==> config.mk <==
export PLATFORM = sky130hd
export DESIGN_NAME = pc_proximo
export DESIGN_NICKNAME = d
export VERILOG_FILES = /design/src/rtl/mips_pkg.sv /design/src/rtl/pc_somador.sv /design/src/rtl/pc_proximo.sv
export SDC_FILE = /design/constraint.sdc
export NUM_CORES = 1
export LEC_CHECK = 0
export CORE_MARGIN = 1.5
export CORE_UTILIZATION = 35
export DETAILED_ROUTE_END_ITERATION = 8
export MAX_ROUTING_LAYER = met4
export REMOVE_ABC_BUFFERS = 1
export SYNTH_ARGS = -nofsm -noshare
export SYNTH_HDL_FRONTEND = slang
export SYNTH_SLANG_ARGS = --single-unit
==> constraint.sdc <==
create_clock -name clk -period 4.7 [get_ports clk]
set_clock_uncertainty 0.15 [all_clocks]
set_input_delay 0.705 -clock clk [delete_from_list [all_inputs] [get_ports clk]]
set_output_delay 0.705 -clock clk [all_outputs]
set_load 0.005 [all_outputs]
==> src/rtl/mips_pkg.sv <==
// -----------------------------------------------------------------------------
// mips_pkg
//   Shared definitions for the program-counter stage.
//   - pc_state_e       : PC stage run state (RUN / HALTED)
//   - PC_INCR          : sequential fetch increment (one 32-bit word)
//   - DEFAULT_RESET_PC : PC value loaded on reset unless overridden
//   - word_align()     : clears the byte-offset bits of an address/offset
//   - jump_target()    : builds the j-type target from PC+4 and instr[25:0]
// -----------------------------------------------------------------------------
package mips_pkg;

    typedef enum logic {
        RUN    = 1'b0,
        HALTED = 1'b1
    } pc_state_e;

    localparam logic [31:0] PC_INCR          = 32'd4;
    localparam logic [31:0] DEFAULT_RESET_PC = 32'h0000_0000;

    // Instruction addresses are word aligned, so bits [1:0] never carry
    // information; forcing them to zero keeps every PC source aligned.
    function automatic logic [31:0] word_align(input logic [31:0] value);
        return value & ~32'd3;
    endfunction

    // j-type target: top nibble of the incremented PC, 26-bit word index,
    // then the implicit 2'b00 byte offset.
    function automatic logic [31:0] jump_target(input logic [31:0] pc_plus4,
                                                input logic [25:0] instr_index);
        return {pc_plus4[31:28], instr_index, 2'b00};
    endfunction

endpackage : mips_pkg

==> src/rtl/pc_somador.sv <==
// -----------------------------------------------------------------------------
// pc_somador
//   Plain W-bit unsigned adder, result modulo 2^W (carry-out discarded).
//   Used twice by pc_proximo: PC + 4 and PC + 4 + branch offset.
// Ports
//   a_i    in  W  first operand
//   b_i    in  W  second operand
//   soma_o out W  (a_i + b_i) mod 2^W
// -----------------------------------------------------------------------------
module pc_somador #(
    parameter int W = 32
) (
    input  logic [W-1:0] a_i,
    input  logic [W-1:0] b_i,
    output logic [W-1:0] soma_o
);

    // Wraparound is intentional: negative branch offsets arrive in two's
    // complement and rely on the dropped carry.
    assign soma_o = a_i + b_i;

endmodule : pc_somador

==> src/rtl/pc_proximo.sv <==
// -----------------------------------------------------------------------------
// pc_proximo
//   Program-counter stage. Holds the architectural PC, computes PC+4, the
//   branch target (PC+4 + pre-shifted offset) and the jump target, and
//   registers the selected next PC once per clock. Supports stall and halt.
//
// Parameters
//   RESET_PC  PC loaded on reset (bits [1:0] are forced to 0)
//   COUNT_W   width of the taken-branch counter (stats build only)
//
// Build option
//   PC_BRANCH_STATS_EN  when defined, adds the BranchCount output and a
//                       wrapping counter of taken branches that actually
//                       redirected the PC.
//
// Ports
//   clk          in   1   clock, all state on the rising edge
//   reset        in   1   synchronous, active-high, highest priority
//   desloca      in   32  branch offset, already <<2 (bits [1:0] ignored)
//   Branch       in   1   current instruction is beq
//   Zero         in   1   ALU zero flag
//   Jump         in   1   current instruction is j
//   JumpAddr     in   26  instruction bits [25:0]
//   Stall        in   1   hold PC this cycle
//   Halt         in   1   enter HALTED at this edge
//   PC           out  32  registered current PC
//   PCPlus4      out  32  combinational PC + 4
//   BranchTaken  out  1   combinational Branch & Zero & ~Jump while RUN
//   Halted       out  1   registered, high while HALTED
//   BranchCount  out  COUNT_W  taken-branch count (stats build only)
// -----------------------------------------------------------------------------
module pc_proximo
    import mips_pkg::*;
#(
    parameter logic [31:0] RESET_PC = DEFAULT_RESET_PC,
    parameter int          COUNT_W  = 32
) (
    input  logic               clk,
    input  logic               reset,
    input  logic [31:0]        desloca,
    input  logic               Branch,
    input  logic               Zero,
    input  logic               Jump,
    input  logic [25:0]        JumpAddr,
    input  logic               Stall,
    input  logic               Halt,
    output logic [31:0]        PC,
    output logic [31:0]        PCPlus4,
    output logic               BranchTaken,
    output logic               Halted
`ifdef PC_BRANCH_STATS_EN
    ,
    output logic [COUNT_W-1:0] BranchCount
`endif
);

    localparam logic [31:0] RESET_PC_ALIGNED = word_align(RESET_PC);

    // -------------------------------------------------------------------------
    // State
    // -------------------------------------------------------------------------
    pc_state_e   state_q;
    logic        halted_q;
    logic [31:0] pc_q;
    logic [31:0] pc_d;

    // -------------------------------------------------------------------------
    // Datapath: two adders and the jump concatenation
    // -------------------------------------------------------------------------
    logic [31:0] pc_plus4;
    logic [31:0] desloca_aligned;
    logic [31:0] branch_target;
    logic [31:0] jump_addr;

    assign desloca_aligned = word_align(desloca);

    pc_somador #(.W(32)) u_pc_incr (
        .a_i    (pc_q),
        .b_i    (PC_INCR),
        .soma_o (pc_plus4)
    );

    pc_somador #(.W(32)) u_branch_add (
        .a_i    (pc_plus4),
        .b_i    (desloca_aligned),
        .soma_o (branch_target)
    );

    assign jump_addr = jump_target(pc_plus4, JumpAddr);

    // -------------------------------------------------------------------------
    // Control
    // -------------------------------------------------------------------------
    logic in_run;
    logic branch_taken;
    logic advance;

    assign in_run       = (state_q == RUN);
    // Jump outranks the branch, so a simultaneous beq is not "taken".
    assign branch_taken = in_run & Branch & Zero & ~Jump;
    // The PC only moves on an edge where we are running and neither halt
    // nor stall holds it. Halt is checked here as well so a halt that
    // arrives together with a jump/branch suppresses the redirect.
    assign advance      = in_run & ~Halt & ~Stall;

    // Next-PC select: Halt/Stall hold > Jump > taken branch > PC+4.
    // A stalled jump is dropped; the control path must re-present it.
    always_comb begin
        pc_d = pc_q;
        if (advance) begin
            if (Jump) begin
                pc_d = jump_addr;
            end else if (branch_taken) begin
                pc_d = branch_target;
            end else begin
                pc_d = pc_plus4;
            end
        end
    end

    // -------------------------------------------------------------------------
    // FSM + PC register. HALTED is only left through reset.
    // -------------------------------------------------------------------------
    always_ff @(posedge clk) begin
        if (reset) begin
            state_q  <= RUN;
            halted_q <= 1'b0;
            pc_q     <= RESET_PC_ALIGNED;
        end else begin
            pc_q <= pc_d;
            case (state_q)
                RUN: begin
                    if (Halt) begin
                        state_q  <= HALTED;
                        halted_q <= 1'b1;
                    end
                end
                HALTED: begin
                    state_q  <= HALTED;
                    halted_q <= 1'b1;
                end
                default: begin
                    state_q  <= RUN;
                    halted_q <= 1'b0;
                end
            endcase
        end
    end

    // -------------------------------------------------------------------------
    // Optional taken-branch statistics
    // -------------------------------------------------------------------------
`ifdef PC_BRANCH_STATS_EN
    logic [COUNT_W-1:0] count_q;
    logic [COUNT_W-1:0] count_d;

    // Only branches that actually redirected the PC are counted; counter
    // wraps naturally at 2^COUNT_W.
    always_comb begin
        count_d = count_q;
        if (advance && branch_taken) begin
            count_d = count_q + {{(COUNT_W-1){1'b0}}, 1'b1};
        end
    end

    always_ff @(posedge clk) begin
        if (reset) begin
            count_q <= '0;
        end else begin
            count_q <= count_d;
        end
    end

    assign BranchCount = count_q;
`else
    // COUNT_W only sizes the statistics counter, which is absent here.
    if (COUNT_W > 0) begin : g_stats_disabled
    end
`endif

    // -------------------------------------------------------------------------
    // Outputs
    // -------------------------------------------------------------------------
    assign PC          = pc_q;
    assign PCPlus4     = pc_plus4;
    assign BranchTaken = branch_taken;
    assign Halted      = halted_q;

endmodule : pc_proximo

; Word-level counts from Yosys, hierarchy flattened
; Index checks and enable logic that the tools add are counted.
[word_totals]
register_bits = 34
inputBits = 65
out_inout_bits = 66
elab_cells = 21
[op_classes]
n_addsub = 2
eq_ne = 1
mux = 6
bitwise_logic = 9
[op_table]
columns = op, count
row1 = two-way mux 32 bit, 2
row2 = adder 32 x 3 -> 32 bit (second input constant), 1
row3 = adder 32 bit, 1
row4 = bitwise AND 1 bit, 5
row5 = inverter 1 bit, 4
row6 = one-hot mux 1 bit (2 select lines), 2
row7 = two-way mux 1 bit, 2
row8 = inequality test 2 bit (second input constant), 1

; Longest topological paths before layout
; Gate-level depths: netlist of run 1.
[logic_depth]
word_depth = 6
mapped_depth = 18
ltp_nobuf = 16

; Hierarchy
; A second synthesis of run 1 with hierarchy kept.
[unflattened]
cells_unflattened = 704
hier_area_um2 = 5706.7
[by_module_without_submodules]
columns = mod, instances, cells_per_inst, area_per_inst_um2
row1 = pc_proximo, 1, 227, 2237.1
row2 = pc_somador at u_branch_add, 1, 241, 1744.2
row3 = pc_somador at u_pc_incr, 1, 236, 1725.4

; Worst setup path before layout of run 1
; No wires, ideal clock.
[synth_path]
kind = register to register
from = register pc_q[2], in the netlist PC[2]
to = register pc_q[31], in the netlist PC[31]
arrival_ps = 3708
required_ps = 4429
slack_ps = 720
stages_incl_launch_ff = 18
path_buffers = 2
synth_period_minus_slack_ps = 3980
cell_sequence = dfxtp_1 > ha_1 > nand4_1 > or3_1 > clkbuf_1 > nor3_2 > xnor2_1 > ha_1 > clkbuf_1 > nand2_1 > nor3_1 > nand2_1 > o21ai_1 > a211oi_1 > nor4_1 > o21ai_2 > o31ai_2 > mux2_4
[synth_via]
elab_chain_cells = 4
[synth_rtl]
columns = item, line
row1 = "start, declared", pc_proximo.sv:64  ; logic [31:0] pc_q;
row2 = "start signal, assigned", pc_proximo.sv:130  ; pc_q <= pc_d;
row3 = adder 32 x 3 -> 32 bit, pc_somador.sv:20  ; assign soma_o = a_i + b_i;
row4 = named net PCPlus4[26], pc_proximo.sv:48  ; output logic [31:0] PCPlus4,
row5 = adder 32 bit, pc_somador.sv:20
row6 = two-way mux 32 bit, pc_proximo.sv:113  ; end else if (branch_taken) begin
row7 = two-way mux 32 bit, pc_proximo.sv:111  ; if (Jump) begin
; The timed path passes the listed nets, and every way through them passes these cells.
; A chain may end at the register's enable or synchronous reset.

; Final worst setup path of run 1
[layout_path]
from = register pc_q[3], in the netlist PC[3]
to = register pc_q[31], in the netlist PC[31]
[layout_via]
elab_chain_cells = 4
[layout_rtl]
columns = item, line
row1 = adder 32 x 3 -> 32 bit (*), pc_somador.sv:20
row2 = adder 32 bit, pc_somador.sv:20
row3 = two-way mux 32 bit, pc_proximo.sv:113
row4 = two-way mux 32 bit (*), pc_proximo.sv:111
; Mark *: on every way between the ends. The rest lies on a longest branch, timed or not.

==> summary by stage, run 1 <==
Synthesis
Synthesis inferred 32 register bits. Yosys mapped a number of flops with a built-in enable equal to 0. Among all flip-flop cells after synthesis, the most frequent one is sky130_fd_sc_hd__dfxtp_1. The post-synthesis cell type count is 63. The synthesized instance count is approximately 510.

For this run, the number of Yosys warnings is 0. After synthesis, the cell types taking the most area are sky130_fd_sc_hd__dfxtp_1, sky130_fd_sc_hd__ha_1, sky130_fd_sc_hd__a21oi_1. In the post-synthesis netlist, the cell with the most instances is sky130_fd_sc_hd__nand2_1. The mean instance size in the synthesized netlist is between 7 and 8 sq um.

The synthesized cell area is around 0.0038 sq mm. The sequential cell area fraction in the yosys report is 0.1695. The commonest cells after synthesis are sky130_fd_sc_hd__nand2_1, sky130_fd_sc_hd__a21oi_1, sky130_fd_sc_hd__nor2_1. The area fraction of the dominant cell type after synthesis is 0.1695.

For this run, asynchronously set or reset flops after synthesis account for 0. The post-synthesis cell type with the largest combined area is sky130_fd_sc_hd__dfxtp_1.

Die
The region available for standard cell placement spans around 0.010 sq mm. The floorplan has 37 rows. The number of top-level design ports is 131. Measured along the x axis, the die boundary spans roughly 110 um. The initial core utilization is 0.3629. The die boundary height is between 100 and 150 um. The die area is between 0.01 and 0.015 sq mm.

STA
At the pin with the least slew margin, the transition time is ~750 ps. The worst pin sits at a relative slew slack of 0.4883. The final worst-path cycle share is 0.9467. Timing would allow up to between 200 and 250 MHz.

Setup repair after global routing left no endpoint under its margin. The sum of negative setup slack is 0 ps. The count of final max-slew check failures is 0. The number of setup violations in the final report is 0. The final hold violation count is 0. The worst setup margin is 250.6 ps.

The final critical-path required period is 4449 ps.

Global route
The initial antenna violation count was 0. Entering global routing, the biggest net connects 29 pins. The global-route wire length before repair is 21.20 mm. The global router's overall resource usage is 0.2393.

The total overflow reported by the global router is 0. The via count of the first global-routing pass is 4,179.

Clock tree
The master cell of the clock root buffer is sky130_fd_sc_hd__clkbuf_8. The H-tree was split into 2 levels. The clock transition at the register clock pins on the worst setup and hold paths after CTS is 80 ps. The TritonCTS clock tree is done. The clock network latency to the later pin of the worst-skew pair is around 300 ps. CTS saw 32 sinks. The number of buffers between clock root and the deepest sink is 2. The CTS buffer count is 5.

Buffers added to address setup during post-CTS repair amount to 0.

Layout
The number of standard cells in the final layout excluding fillers is a little under 800. At the end of the flow, the number of nets in the layout was roughly 740. Of the cells placed in the final design, the portion with a size suffix greater than 1 is 0.06583. From synthesis to final layout, the design area changed by 40.95%. After filler insertion, the fill cell instance count of the layout stands at ~1,100.

Summing all non-filler instances in the final layout gives an area of 0.005328 sq mm. 0 antenna diodes ended up in the layout.

Setup path
Of all nets on the critical path, the largest fanout is 5. Data on the critical path is required at its endpoint by 4740 ps. STA classifies the critical path endpoint as a register.

Data on the critical path arrives at its endpoint at roughly 4500 ps. STA classifies the critical path startpoint as a register. The critical path start-end classification is register to register.

Run
The max-cap check violation count is 0.

Place
The post-detailed-placement half-perimeter wirelength is 10.31 mm. The port buffer count is between 100 and 150. In this run, placement finished with an instance count of between 700 and 800. The final estimated routing congestion in global placement is approximately 0.86. OpenSTA, run right after detailed placement, puts the worst setup slack at between 200 and 250 ps. The standard cell area after detailed placement is approximately 0.0052 sq mm.

Route
In the final routed layout, each cell accounts on average for 17.43 um. The total via count in the routed design is roughly 4,400. After detailed routing, the number of vias per cell comes to 5.660. The iteration-0 DRC count of the detailed router is 213.

In the routed design, unresolved DRC markers number 0. After detailed routing, the total wire length is approximately 13 mm. The first detailed-routing pass ran for 4 iterations. The remaining antenna violation count after routing is 0.

Power
The analysis attributes to cell leakage a power of roughly 2.3 nW. The maximum vdd drop is 0.09773 mV. In this run the power density over the cells is roughly 180 mW/mm^2.

Min path
The path class of the tightest hold or removal check is register to register.

Run status
The flow ran to the end, and the final reports show no timing, DRC or antenna violations.
[repair_timing]
item | 4_1_cts | 5_1_grt
endpoints found under the setup margin | 0 | 1
gates resized for setup | 0 | 2
hold endpoints to repair | 0 | 0
hold buffers | 0 | 0
[worst max-delay path, cell delays in order (launching register included)]
cell and delay, ps:
sky130_fd_sc_hd__dfxtp_1 420, sky130_fd_sc_hd__ha_1 210, sky130_fd_sc_hd__nand4_1 210, sky130_fd_sc_hd__or3_4 530, sky130_fd_sc_hd__nor3_2 380, sky130_fd_sc_hd__and3_1 270
sky130_fd_sc_hd__xor2_1 220, sky130_fd_sc_hd__ha_1 290, sky130_fd_sc_hd__a21o_1 180, sky130_fd_sc_hd__a21oi_1 220, sky130_fd_sc_hd__nand2_1 80, sky130_fd_sc_hd__a211oi_1 320
sky130_fd_sc_hd__buf_4 190, sky130_fd_sc_hd__nor4_1 70, sky130_fd_sc_hd__o31ai_2 290, sky130_fd_sc_hd__mux2_4 320
[kinds of logic after synthesis]
| kind of cell | Yosys count | synth area share |
|---|---|---|
| AOI/OAI and AO/OA | 185 | 0.3211 |
| muxes | 4 | 0.01192 |
| other | 1 | 0.0009921 |
| xor gates and xnor gates | 49 | 0.1135 |
| and+or+nand+nor | 163 | 0.2119 |
| buffers and inverters | 40 | 0.04667 |
| DFF | 32 | 0.1695 |
| adders and majority gates | 37 | 0.1245 |
[cell usage in the layout (no fill, tap or decap), drive strengths merged, types with 4 or more instances in the layout]
cell type	netlist	routed
xnor2	28	28
a211oi	7	7
clkbuf	20	8
o21ai	41	41
nor3	14	14
xor2	21	21
and3	7	7
nand3	12	12
nand2	56	56
conb	1	4
buf	9	21
ha	36	36
nor2	44	44
a21o	27	27
a21oi	54	54
dfxtp	32	32
and2	4	4
a22oi	7	7
inv	11	11
a221oi	20	20
o31ai	4	4
or3	5	5
nand4	9	9
clkdlybuf4s50	0	124
[through the flow]
step	power [W]	hold WS, ps	utilization
after floorplan	0.0005303	319.5	-
after global placement	0.0007208	324.7	0.5016
after detailed placement	0.0007239	327.1	0.5016
after CTS	0.0009665	350.2	0.5103
after global routing	0.001020	383.1	0.5115
final	0.0009663	353.5	0.5115
[registers in the layout, summed over array words and instances, names as in the netlist]
name     flops
state_q      1
Halted       1
PC          30
[routing by layer]
metal | vias up | wire length, um | GRT usage | share of wire
met5 | - | 0 | - | 0
met3 | 14 | 662 | 0.02188 | 0.049
met2 | 148 | 6289 | 0.3791 | 0.47
li1 | 2134 | - | - | -
met1 | 2085 | 6369 | 0.3316 | 0.47
met4 | 0 | 168 | 0.05238 | 0.012
[layout make-up]
cell class	count	area (sq um)	area share
multi-input combinational	442	2987	0.5606
timing repair buffer	145	1399	0.2626
tap	136	170.2	0.03194
sequential	32	640.6	0.1202
clock buffer	8	90.09	0.01691
inverter	11	41.29	0.007750
[final timing paths]
path | start | to | slack, ps | cells past startpoint
setup / recovery | PC[3] | PC[31] | 250 | 15
hold / removal | Halted | Halted | 350 | 2
setup reg to reg | PC[3] | PC[31] | 250 | 15
hold reg to reg | Halted | Halted | 350 | 2
[power breakdown]
part	internal [W]	switching [W]	total, W	leakage, nW
clock network	0.000120	0.000122	0.000242	0.0455
logic	0.000211	0.000204	0.000415	1.99
registers	0.000287	0.0000224	0.000309	0.262
total	0.000617	0.000349	0.000966	2.30
No activity file was read; power rests on OpenSTA's default activity.
==> run 2, diff against run 1 <==
--- a/config.mk
+++ b/config.mk
@@ -7,6 +7,7 @@
 export LEC_CHECK = 0
 export CORE_MARGIN = 1.5
 export CORE_UTILIZATION = 35
+export CTS_CLUSTER_SIZE = 28
 export DETAILED_ROUTE_END_ITERATION = 8
 export MAX_ROUTING_LAYER = met4
 export REMOVE_ABC_BUFFERS = 1
==> results of run 2 <==
Final layout, timing and power as in run 1 (identical DEF).
